[config.mk]
export PLATFORM = sky130hd
export DESIGN_NAME = calendar_sequencer
export DESIGN_NICKNAME = d
export VERILOG_FILES = /design/src/rtl/cal_pkg.sv /design/src/rtl/dateinfo.sv /design/src/rtl/calendar_sequencer.sv
export SDC_FILE = /design/constraint.sdc
export NUM_CORES = 1
export LEC_CHECK = 0
export BUFFER_PORTS_ARGS = -buffer_cell sky130_fd_sc_hd__buf_2
export CELL_PAD_IN_SITES_DETAIL_PLACEMENT = 1
export CELL_PAD_IN_SITES_GLOBAL_PLACEMENT = 1
export CORE_MARGIN = 10
export CORE_UTILIZATION = 46
export DETAILED_ROUTE_END_ITERATION = 10
export MAX_ROUTING_LAYER = met4
export PLACE_DENSITY_LB_ADDON = 0.12
export SETUP_SLACK_MARGIN = 0.3
export SLEW_MARGIN = 10
export SYNTH_ARGS = -nofsm -noshare
export SYNTH_HDL_FRONTEND = slang
export SYNTH_SLANG_ARGS = --single-unit
export TNS_END_PERCENT = 30
[constraint.sdc]
create_clock -name clk -period 18.5 [get_ports clk]
set_input_delay 0.925 -clock clk [delete_from_list [all_inputs] [get_ports clk]]
set_output_delay 0.925 -clock clk [all_outputs]
set_load 0.01 [all_outputs]
[src/rtl/cal_pkg.sv]
// Shared definitions for the calendar sequencer: FSM encoding, BCD limits and BCD helpers.
package cal_pkg;

    typedef enum logic [2:0] {
        ST_IDLE,
        ST_SEC,
        ST_MIN,
        ST_HOUR,
        ST_DATE,
        ST_MONTH,
        ST_YEAR,
        ST_CHECK
    } state_t;

    localparam logic [7:0] BCD_MAX_SEC   = 8'h59;
    localparam logic [7:0] BCD_MAX_HOUR  = 8'h23;
    localparam logic [7:0] BCD_MAX_MONTH = 8'h12;
    localparam logic [7:0] BCD_MAX_YEAR  = 8'h99;

    // 2000-01-01 fell on a Saturday
    localparam logic [2:0] RST_DAY = 3'd6;

    function automatic logic [7:0] bcd_inc(input logic [7:0] v);
        if (v[3:0] == 4'd9)
            return {v[7:4] + 4'd1, 4'd0};
        else
            return {v[7:4], v[3:0] + 4'd1};
    endfunction

    function automatic logic bcd_ok(input logic [7:0] v);
        return (v[7:4] <= 4'd9) && (v[3:0] <= 4'd9);
    endfunction

    function automatic logic [7:0] bcd_to_bin(input logic [7:0] v);
        return {4'd0, v[7:4]} * 8'd10 + {4'd0, v[3:0]};
    endfunction

    // Years are 2000..2099, so divisibility by 4 is the whole leap rule
    function automatic logic bcd_leap(input logic [7:0] y);
        logic [7:0] b;
        b = bcd_to_bin(y);
        return b[1:0] == 2'b00;
    endfunction

endpackage

[src/rtl/dateinfo.sv]
// Combinational calendar facts for a BCD date in 2000..2099: month length, leap flag, weekday.
module dateinfo
    import cal_pkg::*;
(
    input  logic [7:0] year,
    input  logic [7:0] month,
    input  logic [7:0] date,
    output logic [7:0] days_in_month,
    output logic       leap_year,
    output logic [2:0] day
);

    logic [7:0]  yb;
    logic [7:0]  mb;
    logic [7:0]  db;
    logic [3:0]  t;
    logic [12:0] yf;
    logic [12:0] sum;

    always_comb begin
        yb        = bcd_to_bin(year);
        mb        = bcd_to_bin(month);
        db        = bcd_to_bin(date);
        leap_year = bcd_leap(year);

        case (month)
            8'h02:                      days_in_month = leap_year ? 8'h29 : 8'h28;
            8'h04, 8'h06, 8'h09, 8'h11: days_in_month = 8'h30;
            default:                    days_in_month = 8'h31;
        endcase

        // Sakamoto weekday: Jan/Feb count as months of the previous year
        case (mb)
            8'd2:    t = 4'd3;
            8'd3:    t = 4'd2;
            8'd4:    t = 4'd5;
            8'd6:    t = 4'd3;
            8'd7:    t = 4'd5;
            8'd8:    t = 4'd1;
            8'd9:    t = 4'd4;
            8'd10:   t = 4'd6;
            8'd11:   t = 4'd2;
            8'd12:   t = 4'd4;
            default: t = 4'd0;
        endcase

        yf  = 13'd2000 + {5'd0, yb} - {12'd0, (mb < 8'd3)};
        sum = yf + yf / 13'd4 - yf / 13'd100 + yf / 13'd400 + {9'd0, t} + {5'd0, db};
        day = 3'(sum % 13'd7);
    end

endmodule

[src/rtl/calendar_sequencer.sv]
// BCD timekeeping FSM: one carry stage per clock on each tick, plus validated time loads.
module calendar_sequencer
    import cal_pkg::*;
#(
    parameter logic [7:0] RST_YEAR  = 8'h00,
    parameter logic [7:0] RST_MONTH = 8'h01,
    parameter logic [7:0] RST_DATE  = 8'h01
) (
    input  logic       clk,
    input  logic       rst_n,
    input  logic       tick,
    input  logic       load_valid,
    input  logic [7:0] load_sec,
    input  logic [7:0] load_min,
    input  logic [7:0] load_hour,
    input  logic [7:0] load_date,
    input  logic [7:0] load_month,
    input  logic [7:0] load_year,
    output logic       load_ready,
    output logic       load_err,
    output logic [7:0] sec,
    output logic [7:0] min,
    output logic [7:0] hour,
    output logic [7:0] date,
    output logic [7:0] month,
    output logic [7:0] year,
    output logic [2:0] day,
    output logic       leap_year,
    output logic       busy,
    output logic       new_day,
    output logic       tick_overrun
);

    state_t     state;
    logic       pending;
    logic [7:0] sh_sec, sh_min, sh_hour, sh_date, sh_month, sh_year;
    logic [7:0] di_year, di_month, di_date;
    logic [7:0] dim;
    logic       di_leap;
    logic [2:0] di_day;
    logic       load_ok;
    logic       carry_state;

    // The single dateinfo serves the live fields, except in CHECK where it judges the shadow copy
    always_comb begin
        di_year  = year;
        di_month = month;
        di_date  = date;
        if (state == ST_CHECK) begin
            di_year  = sh_year;
            di_month = sh_month;
            di_date  = sh_date;
        end
    end

    dateinfo u_dateinfo (
        .year          (di_year),
        .month         (di_month),
        .date          (di_date),
        .days_in_month (dim),
        .leap_year     (di_leap),
        .day           (di_day)
    );

    assign load_ok = bcd_ok(sh_sec) && bcd_ok(sh_min) && bcd_ok(sh_hour) &&
                     bcd_ok(sh_date) && bcd_ok(sh_month) && bcd_ok(sh_year) &&
                     (sh_sec <= BCD_MAX_SEC) && (sh_min <= BCD_MAX_SEC) &&
                     (sh_hour <= BCD_MAX_HOUR) &&
                     (sh_month >= 8'h01) && (sh_month <= BCD_MAX_MONTH) &&
                     (sh_date >= 8'h01) && (sh_date <= dim);

    assign carry_state = (state != ST_IDLE) && (state != ST_CHECK);
    assign load_ready  = (state == ST_IDLE);
    assign busy        = (state != ST_IDLE);

    always_ff @(posedge clk or negedge rst_n) begin
        if (!rst_n) begin
            state        <= ST_IDLE;
            pending      <= 1'b0;
            tick_overrun <= 1'b0;
            load_err     <= 1'b0;
            new_day      <= 1'b0;
            sec          <= 8'h00;
            min          <= 8'h00;
            hour         <= 8'h00;
            date         <= RST_DATE;
            month        <= RST_MONTH;
            year         <= RST_YEAR;
            day          <= RST_DAY;
            leap_year    <= bcd_leap(RST_YEAR);
            sh_sec       <= 8'h00;
            sh_min       <= 8'h00;
            sh_hour      <= 8'h00;
            sh_date      <= 8'h00;
            sh_month     <= 8'h00;
            sh_year      <= 8'h00;
        end else begin
            load_err <= 1'b0;
            new_day  <= (state == ST_DATE);

            // Held through CHECK so the shadow values never leak onto day/leap_year
            if (state != ST_CHECK) begin
                day       <= di_day;
                leap_year <= di_leap;
            end

            if (tick && carry_state) begin
                if (pending)
                    tick_overrun <= 1'b1;
                else
                    pending <= 1'b1;
            end

            case (state)
                ST_IDLE: begin
                    if (load_valid) begin
                        sh_sec   <= load_sec;
                        sh_min   <= load_min;
                        sh_hour  <= load_hour;
                        sh_date  <= load_date;
                        sh_month <= load_month;
                        sh_year  <= load_year;
                        state    <= ST_CHECK;
                    end else if (tick || pending) begin
                        pending <= 1'b0;
                        if (tick && pending)
                            tick_overrun <= 1'b1;
                        state <= ST_SEC;
                    end
                end
                ST_SEC: begin
                    sec   <= (sec == BCD_MAX_SEC) ? 8'h00 : bcd_inc(sec);
                    state <= (sec == BCD_MAX_SEC) ? ST_MIN : ST_IDLE;
                end
                ST_MIN: begin
                    min   <= (min == BCD_MAX_SEC) ? 8'h00 : bcd_inc(min);
                    state <= (min == BCD_MAX_SEC) ? ST_HOUR : ST_IDLE;
                end
                ST_HOUR: begin
                    hour  <= (hour == BCD_MAX_HOUR) ? 8'h00 : bcd_inc(hour);
                    state <= (hour == BCD_MAX_HOUR) ? ST_DATE : ST_IDLE;
                end
                ST_DATE: begin
                    date  <= (date == dim) ? 8'h01 : bcd_inc(date);
                    state <= (date == dim) ? ST_MONTH : ST_IDLE;
                end
                ST_MONTH: begin
                    month <= (month == BCD_MAX_MONTH) ? 8'h01 : bcd_inc(month);
                    state <= (month == BCD_MAX_MONTH) ? ST_YEAR : ST_IDLE;
                end
                ST_YEAR: begin
                    year  <= (year == BCD_MAX_YEAR) ? 8'h00 : bcd_inc(year);
                    state <= ST_IDLE;
                end
                ST_CHECK: begin
                    if (load_ok) begin
                        sec          <= sh_sec;
                        min          <= sh_min;
                        hour         <= sh_hour;
                        date         <= sh_date;
                        month        <= sh_month;
                        year         <= sh_year;
                        pending      <= 1'b0;
                        tick_overrun <= 1'b0;
                    end else begin
                        load_err <= 1'b1;
                    end
                    state <= ST_IDLE;
                end
                default: state <= ST_IDLE;
            endcase
        end
    end

endmodule

# Word-level counts from Yosys, hierarchy flattened
# Memories as Yosys holds them, arrays and structs flattened.
# Index checks and enable logic that the tools add are counted.
dict set report word_totals {
  regBits 107
  rom_bits 48
  in_bits 52
  word_cells 206
  memories 1
}
dict set report op_classes {
  add_sub_neg 22
  mul 3
  n_div 3
  n_lt_le_gt_ge 20
  eq_ne 33
  n_mux 52
  n_reduce_logical 47
}
# memory words width read_ports rd_clocked_by_memory_dff write_ports line_no
set mem_list {}
lappend mem_list {{(no name shown)} 16 3 1 0 0 dateinfo.sv:33} ;# case (mb)
# operator count
set ops {}
lappend ops {{$mux W8} 21}
lappend ops {{$pmux W8 S2} 7}
lappend ops {{$add A4 B1 Y4 const B} 12}
lappend ops {{$le A4 B4 Y1 const B} 12}
lappend ops {{$add A8 B4 Y8} 3}
lappend ops {{$eq A4 B4 Y1 const B} 6}
lappend ops {{$logic_and A1 B1 Y1} 21}
lappend ops {{$mul A4 B3 Y7 const B} 3}
lappend ops {{$pmux W3 S7} 1}
lappend ops {{$ne A3 B3 Y1 const B} 6}
lappend ops {{$reduce_and A3 Y1} 6}
lappend ops {{$eq A8 B3 Y1 const B} 2}
lappend ops {{$eq A8 B5 Y1 const B} 2}
lappend ops {{$eq A8 B7 Y1 const B} 2}
lappend ops {{$ge A8 B1 Y1 const B} 2}
lappend ops {{$le A8 B7 Y1 const B} 2}
lappend ops {{$mux W3} 5}
lappend ops {{$reduce_and A2 Y1} 7}
lappend ops {{$add A13 B11 Y13} 1}
lappend ops {{$add A13 B13 Y13} 1}
lappend ops {{$add A13 B4 Y13} 1}
lappend ops {{$add A13 B8 Y13} 1}
lappend ops {{$div A13 B7 Y13 const B} 1}
lappend ops {{$div A13 B9 Y13 const B} 1}
lappend ops {{31 further kinds} 54}

# Depth between registers and ports, before layout
# Gate-level depths: netlist (run 1).
dict set report depth {
  word_depth 16
  depth_mapped 75
}

# Cells and area by module
# From an unflattened synthesis (run 1), not the netlist that was laid out.
dict set report hier_totals {
  hier_cells 1327
  area_unflattened_um2 11441.0
}
# mod instances cells_each area_per_inst_um2 seq_area_each_um2
set modules_own_cells {}
lappend modules_own_cells {calendar_sequencer 1 665 6178.4 2683.8}
lappend modules_own_cells {dateinfo 1 662 5262.5 0.0}

# Worst setup path before layout (run 1)
# Ideal clock, no wire load.
dict set report synth_path {
  path_kind {flip-flop to flip-flop}
  from {register state[2]}
  to {register day[0]}
  arrival_time_ns 16.671
  slack_ns 1.693
  stages_incl_launch_ff 73
  synth_period_minus_slack_ns 16.807
  cell_sequence {dfrtp_1 -> buf_2 -> and3_1 -> buf_4 -> clkbuf_1 -> clkbuf_1 -> clkbuf_1 -> buf_1 -> a21oi_1 -> inv_1 -> ha_1 -> ha_1 -> inv_1 -> fa_1 -> buf_1 -> nor2b_1 -> o21ai_0 -> or3b_1 -> [37 not listed] -> a2111o_1 -> and3_1 -> nor4_1 -> nor3_1 -> o32ai_1 -> nor4_1 -> o21a_1 -> or2_2 -> a2111oi_0 -> o21bai_1 -> o31a_1 -> a32oi_1 -> xnor2_1 -> ha_1 -> inv_1 -> o2bb2ai_1 -> mux2i_1 -> o21ai_0}
}
dict set report synth_between {
  elab_chain_cells 12
  elab_cells_between_ends 25
}
# item line_no
set synth_rtl {}
lappend synth_rtl {{start: declaration} calendar_sequencer.sv:34} ;# state_t state;
lappend synth_rtl {{start signal: assignment} calendar_sequencer.sv:133} ;# state <= (sec == BCD_MAX_SEC) ? ST_MIN : ST_IDLE;
lappend synth_rtl {{start signal: assignment} calendar_sequencer.sv:137} ;# state <= (min == BCD_MAX_SEC) ? ST_HOUR : ST_IDLE;
lappend synth_rtl {{start signal: assignment} calendar_sequencer.sv:141} ;# state <= (hour == BCD_MAX_HOUR) ? ST_DATE : ST_IDLE;
lappend synth_rtl {{$eq A3 B3 Y1} calendar_sequencer.sv:49} ;# if (state == ST_CHECK) begin
lappend synth_rtl {{$mux W8} calendar_sequencer.sv:49}
lappend synth_rtl {{$mul A4 B3 Y7} --}
lappend synth_rtl {{$add A8 B4 Y8} cal_pkg.sv:35} ;# return {4'd0, v[7:4]} * 8'd10 + {4'd0, v[3:0]};
lappend synth_rtl {{$add A11 B8 Y12 or $lt A8 B2 Y1 (tied branches)} dateinfo.sv:47} ;# yf = 13'd2000 + {5'd0, yb} - {12'd0, (mb < 8'd3)};
lappend synth_rtl {{$sub A13 B1 Y13} dateinfo.sv:47}
lappend synth_rtl {{$div A13 B7 Y13 or $add A13 B11 Y13 (tied branches)} dateinfo.sv:48} ;# sum = yf + yf / 13'd4 - yf / 13'd100 + yf / 13'd400 + {9'd0, t} + {5'd0, db};
lappend synth_rtl {{$sub A13 B13 Y13} dateinfo.sv:48}
lappend synth_rtl {{$add A13 B13 Y13} dateinfo.sv:48}
lappend synth_rtl {{$add A13 B4 Y13} dateinfo.sv:48}
lappend synth_rtl {{$add A13 B8 Y13} dateinfo.sv:48}
lappend synth_rtl {{$mod A13 B3 Y13} dateinfo.sv:49} ;# day = 3'(sum % 13'd7);
lappend synth_rtl {{end signal: assignment} calendar_sequencer.sv:103} ;# day <= di_day;
lappend synth_rtl {{end: declaration} calendar_sequencer.sv:27} ;# output logic [2:0] day,
# Parallel ways exist; a longest one is shown, timed or not.
# A chain may end at the register's enable or synchronous reset.

# Final worst setup path (run 1)
dict set report layout_path {
  from {register state[1]}
  to {register day[0]}
}
# The elaborated chain is that of the path after synthesis.

==> results of run 1 <==
worst max-delay path: cells and delay by family, from the launching register on:
kind / cells / cell delay (ns)
compound gates: 25 / 6.29
buf+inv: 9 / 1.23
flops: 1 / 0.59
fa+ha+maj: 13 / 4.54
simple gates: 12 / 3.21
mux: 4 / 1.24
final cells by class:
cell class,instances,area [µm²]
clock buffers,9,225
inverters,86,330
flip-flops and latches,107,2690
clock inverters,7,93.8
repair buffers,129,701
fillers,3009,11500
multi-input cells,1121,8290
well taps,324,405
what timing repair did:
item | CTS | global route
gates resized for setup | 0 | 39
hold buffers | 0 | 0
setup buffers | 0 | 9
setup endpoints to repair | 0 | 3
cells by family after synthesis:
logic type	after synthesis	synth area share [%]
adder cells (fa/ha/maj)	120	15.1
XOR/XNOR	53	4.34
buffers and inverters	128	4.58
multiplexers	68	6.86
AND/OR/NAND/NOR	474	21.3
flip-flops	107	23.7
AO/OA/AOI/OAI	405	24.2
worst max path at each step:
stage | slack (ns) | startpoint | depth (start not counted) | to
after floorplan | 1.69 | state[2] | 72 | day[0]
after global placement | 0.87 | state[2] | 65 | day[0]
after detailed placement | 0.44 | state[1] | 67 | day[0]
after CTS | 0.30 | state[1] | 66 | day[0]
after global routing | 0.20 | state[1] | 62 | day[0]
final | 1.22 | state[1] | 63 | day[0]
cells in the mapped netlist (all sizes together), types with 6 or more instances:
cell | instances | share of area [%]
a211oi | 19 | 1.3
mux2 | 54 | 5.4
nor2b | 9 | 0.50
xor2 | 12 | 0.93
and3 | 17 | 0.94
a21oi | 86 | 3.8
o211ai | 13 | 0.86
a22oi | 7 | 0.46
nand2b | 8 | 0.44
dfrtp | 102 | 23
nor3b | 14 | 0.93
o21a | 9 | 0.60
nand3 | 44 | 2.0
a31o | 6 | 0.54
o2111ai | 7 | 0.54
mux2i | 14 | 1.5
o32ai | 7 | 0.67
o31ai | 13 | 0.98
nor3 | 47 | 2.1
fa | 29 | 5.1
or2 | 12 | 0.66
buf | 16 | 0.79
nand4 | 11 | 0.61
a21o | 14 | 0.93
clkbuf | 26 | 0.87
nor4 | 16 | 1.2
ha | 86 | 9.5
nand2 | 125 | 4.2
xnor2 | 39 | 3.0
a2111oi | 6 | 0.63
nor2 | 111 | 3.7
or3 | 14 | 0.77
a31oi | 19 | 1.2
o21ai | 127 | 5.6
and2 | 18 | 0.99
inv | 84 | 2.8
metal layers:
layer	vias to the layer above	track usage (%)
met4	0	3.05
met5	-	-
li1	5187	-
met3	21	2.90
met2	189	37.9
met1	5529	31.4
per-stage QoR:
step                      area, µm²  cells
after floorplan               11300   1355
after global placement        12200   1757
after detailed placement      12200   1757
after CTS                     12500   1773
after global routing          12700   1783
final                         12700   1783
==> results.tsv, run 1 <==
metric	value	unit
status	finished, final reports clean	
tightest_slew	1.06	ns
final_cell_mix	nand2_1, o21ai_0, nor2_1	
drt-initial-drc-count	665	
num_rows	57	
ctsLongestPathBuffers	2	
period_share	93.4	%
syn2layout_area_growth	12.4	%
setup_ws	1.22	ns
port_buffers	108	
nNetsFinal	1621	
fmax	57.9	MHz
grt_pass1_wl	59500	µm
drive_gt1_share	19.5	%
path_common_cell	ha_1	
whs_path_depth	2	
wl	36400	µm
slowest_delay	0.59	ns
fin_skew	0.0192	ns
met2RoutedLength	17300	µm
hold_viol_final	0	
rrSetupSlack	1.22	ns
synth_edf_count	0	
path_clk_slew	0.09	ns
min-delay-start	leap_year	
arrival	17.49	ns
synth.distinct_cells	106	
cts_buffers	9	
relSlewSlack	28.6	%
layout_commonest_cell	nand2_1	
critPathMaxFanout	19	
utilization	52.5	%
wl_per_cell	20.4	µm
reg2reg_depth	63	
cts_root_buf	clkbuf_16	
critPathCaptureType	register	
grt_pass1_vias	11300	
path_class	reg -> reg	
dp_worst_setup_slack	0.442	ns
cpMaxStageDelayCell	dfrtp_4	
synth.avg_cell_area	8.36	µm²
synth_cells	1355	
synthFlopType	dfrtp_1	
synth_area	11300	µm²
wl_met1	17500	µm
dieHeight	177	µm
fin_setup_tns	0	ns
hold_path_end	leap_year	
cts.sinks	107	
dr_wl_met3	1290	µm
hold_slack	0.479	ns
start_util	46.7	%
ant_nets	0	
hold_class	reg -> reg	
diodes	0	
max-cap-violations	0	
syn_nets	1522	
vias	10900	
rsz0062_at_grt	false	
cts_tree	yes	
grtUsageTotal	23.4	%
overflow	0	
htree_levels	3	
ys_warn_count	0	
dr.pass1.iters	5	
ys_seq_area_share	23.7	%
async_flop_share	100	%
crit_required	18.72	ns
die_w	177	µm
via_per_inst	6.13	
grt_max_degree	57	
routed.top_layer	met4	
finalSetupViolCount	0	
worstSkewPairLatency	0.35	ns
timing.rr.start	state[1]	
coreArea	24200	µm²
globalplace.congestion	0.904	
slew_viol_final	0	
antenna_found_initial	0	
startpoint_type	register	
drc	0	
ioPinCount	109	
die_area	31300	µm²
fin_crit	17.28	ns
r2r-end	day[0]	
synth-seq-cells	107	
hpwl	28200	µm
Power of run 1 is not shown: default switching activity piles up to over one toggle a cycle in this logic, so the estimate is an artifact.
==> run 2, diff against run 1 <==
--- a/config.mk
+++ b/config.mk
@@ -12,2 +12,3 @@
 export CORE_UTILIZATION = 46
+export CTS_CLUSTER_SIZE = 30
 export DETAILED_ROUTE_END_ITERATION = 10
==> constraint.sdc (replaced) <==
create_clock -name clk -period 18.5 [get_ports clk]
set_input_delay 0 -clock clk [delete_from_list [all_inputs] [get_ports clk]]
set_output_delay 0 -clock clk [all_outputs]
set_load 0.01 [all_outputs]
==> results.tsv, run 2 (synthesized netlist as in run 1, its figures left out) <==
metric	value	unit	change
dieHeight	177	µm	unchanged
relSlewSlack	29.7	%	+1.2 points
hpwl	28200	µm	unchanged
grtUsageTotal	24.7	%	+1.4 points
critPathCaptureType	register		
cpMaxStageDelayCell	dfrtp_4		
wl_per_cell	21.1	µm	+3.3%
die_area	31300	µm²	unchanged
rrSetupSlack	1.22	ns	about the same
ctsLongestPathBuffers	2		unchanged
cp_top_family	compound AO/OA/AOI/OAI gates		
via_per_inst	6.15		+0.44%
nNetsFinal	1675		+3.3%
multi_input_area	8290	µm²	about the same
ioPinCount	109		unchanged
syn2layout_area_growth	17.1	%	
diodes	0		unchanged
fmax	57.9	MHz	about the same
finalSetupViolCount	0		unchanged
rsz0062_at_grt	false		
place_area	12200	µm²	unchanged
cts_tree	yes		
path_class	reg -> reg		
drt-initial-drc-count	737		+11%
slowest_delay	0.59	ns	about the same
cts.sinks	107		unchanged
status	finished, final reports clean		
cts_buffers	9		unchanged
final_area	13300	µm²	+4.2%
dr.pass1.iters	5		unchanged
final_cell_mix	nand2_1, o21ai_0, nor2_1		
port_buffers	108		unchanged
wl	38700	µm	+6.5%
cts_root_buf	clkbuf_16		
n_fill_cell	2962		-1.6%
fin_skew	0.0208	ns	+0.00163 ns
utilization	54.7	%	+2.2 points
hold_viol_final	0		unchanged
globalplace.congestion	0.904		unchanged
die_w	177	µm	unchanged
drive_gt1_share	19.0	%	-0.50 points
overflow	0		unchanged
grt_pass1_vias	11600		+2.5%
startpoint_type	register		
cp_num_buf_inv	9		unchanged
antenna_found_initial	0		unchanged
fin_setup_tns	0	ns	unchanged
fin_crit	17.28	ns	+0.00113 ns
path_clk_slew	0.09	ns	about the same
path_common_cell	ha_1		
period_share	93.4	%	about the same
start_util	46.7	%	unchanged
vias	11300		+3.5%
layout_commonest_cell	nand2_1		
hold_class	in -> async		
grt_max_degree	57		unchanged
hold_slack	0.240	ns	-0.239 ns
worstSkewPairLatency	0.36	ns	about the same
arrival	17.50	ns	about the same
crit_required	18.72	ns	about the same
max-cap-violations	0		unchanged
drc	0		unchanged
ant_nets	0		unchanged
critPathMaxFanout	19		unchanged
coreArea	24200	µm²	unchanged
grt_pass1_wl	62500	µm	+5.2%
htree_levels	3		unchanged
register_area	2690	µm²	unchanged
tightest_slew	1.05	ns	-0.0177 ns
slew_viol_final	0		unchanged
num_rows	57		unchanged
## run 2: what timing repair did
item | 4_1_cts | 5_1_grt
resized for setup | 0 | 39
hold buffers | 51 | 0
setup buffers | 0 | 12
endpoints found under the setup margin | 0 | 3
endpoints found under the hold margin | 102 | 0
## run 2: layout make-up
cell class	instances	share of cell area, %
clock buffer	9	1.70
clock inverter	7	0.707
inverter	86	2.49
multi-input combinational	1121	62.5
sequential	107	20.3
tap	324	3.05
timing repair buffer	183	9.30
## run 2: worst paths after layout
kind | start | to | cells past startpoint
hold reg to reg | leap_year | leap_year | 2
setup / recovery | state[1] | day[0] | 63
hold / removal | rst_n | sec[0] | 2
setup reg to reg | state[1] | day[0] | 63
min in group clk | load_min[4] | sh_min[4] | 4
max in group asynchronous | rst_n | year[3] | 3
## run 2: worst reg2reg max path, delay by kind of cell, from the launching register on
kind,cells,cell delay [ns]
AO/OA/AOI/OAI,23,6.00
adder cells (fa/ha/maj),13,4.43
AND/OR/NAND/NOR,14,3.81
multiplexers,4,1.20
buffers and inverters,9,1.14
flip-flops,1,0.59
## run 2: through the flow
step	worst slack [ns]	std cells
floorplan	1.69	1355
global placement	0.868	1757
detailed placement	0.442	1757
CTS	0.303	1824
global route	0.251	1837
finish	1.22	1837
## run 2: routing by layer
metal | routed length (µm) | vias up | share of wire (%) | track usage, %
met1 | 17800 | 5691 | 46 | 32.4
met3 | 1640 | 47 | 4.2 | 3.09
li1 | - | 5294 | - | -
met4 | 560 | 0 | 1.4 | 3.85
met5 | 0 | - | 0 | -
met2 | 18700 | 274 | 48 | 40.8
Power of run 2 is left out for the same reason.
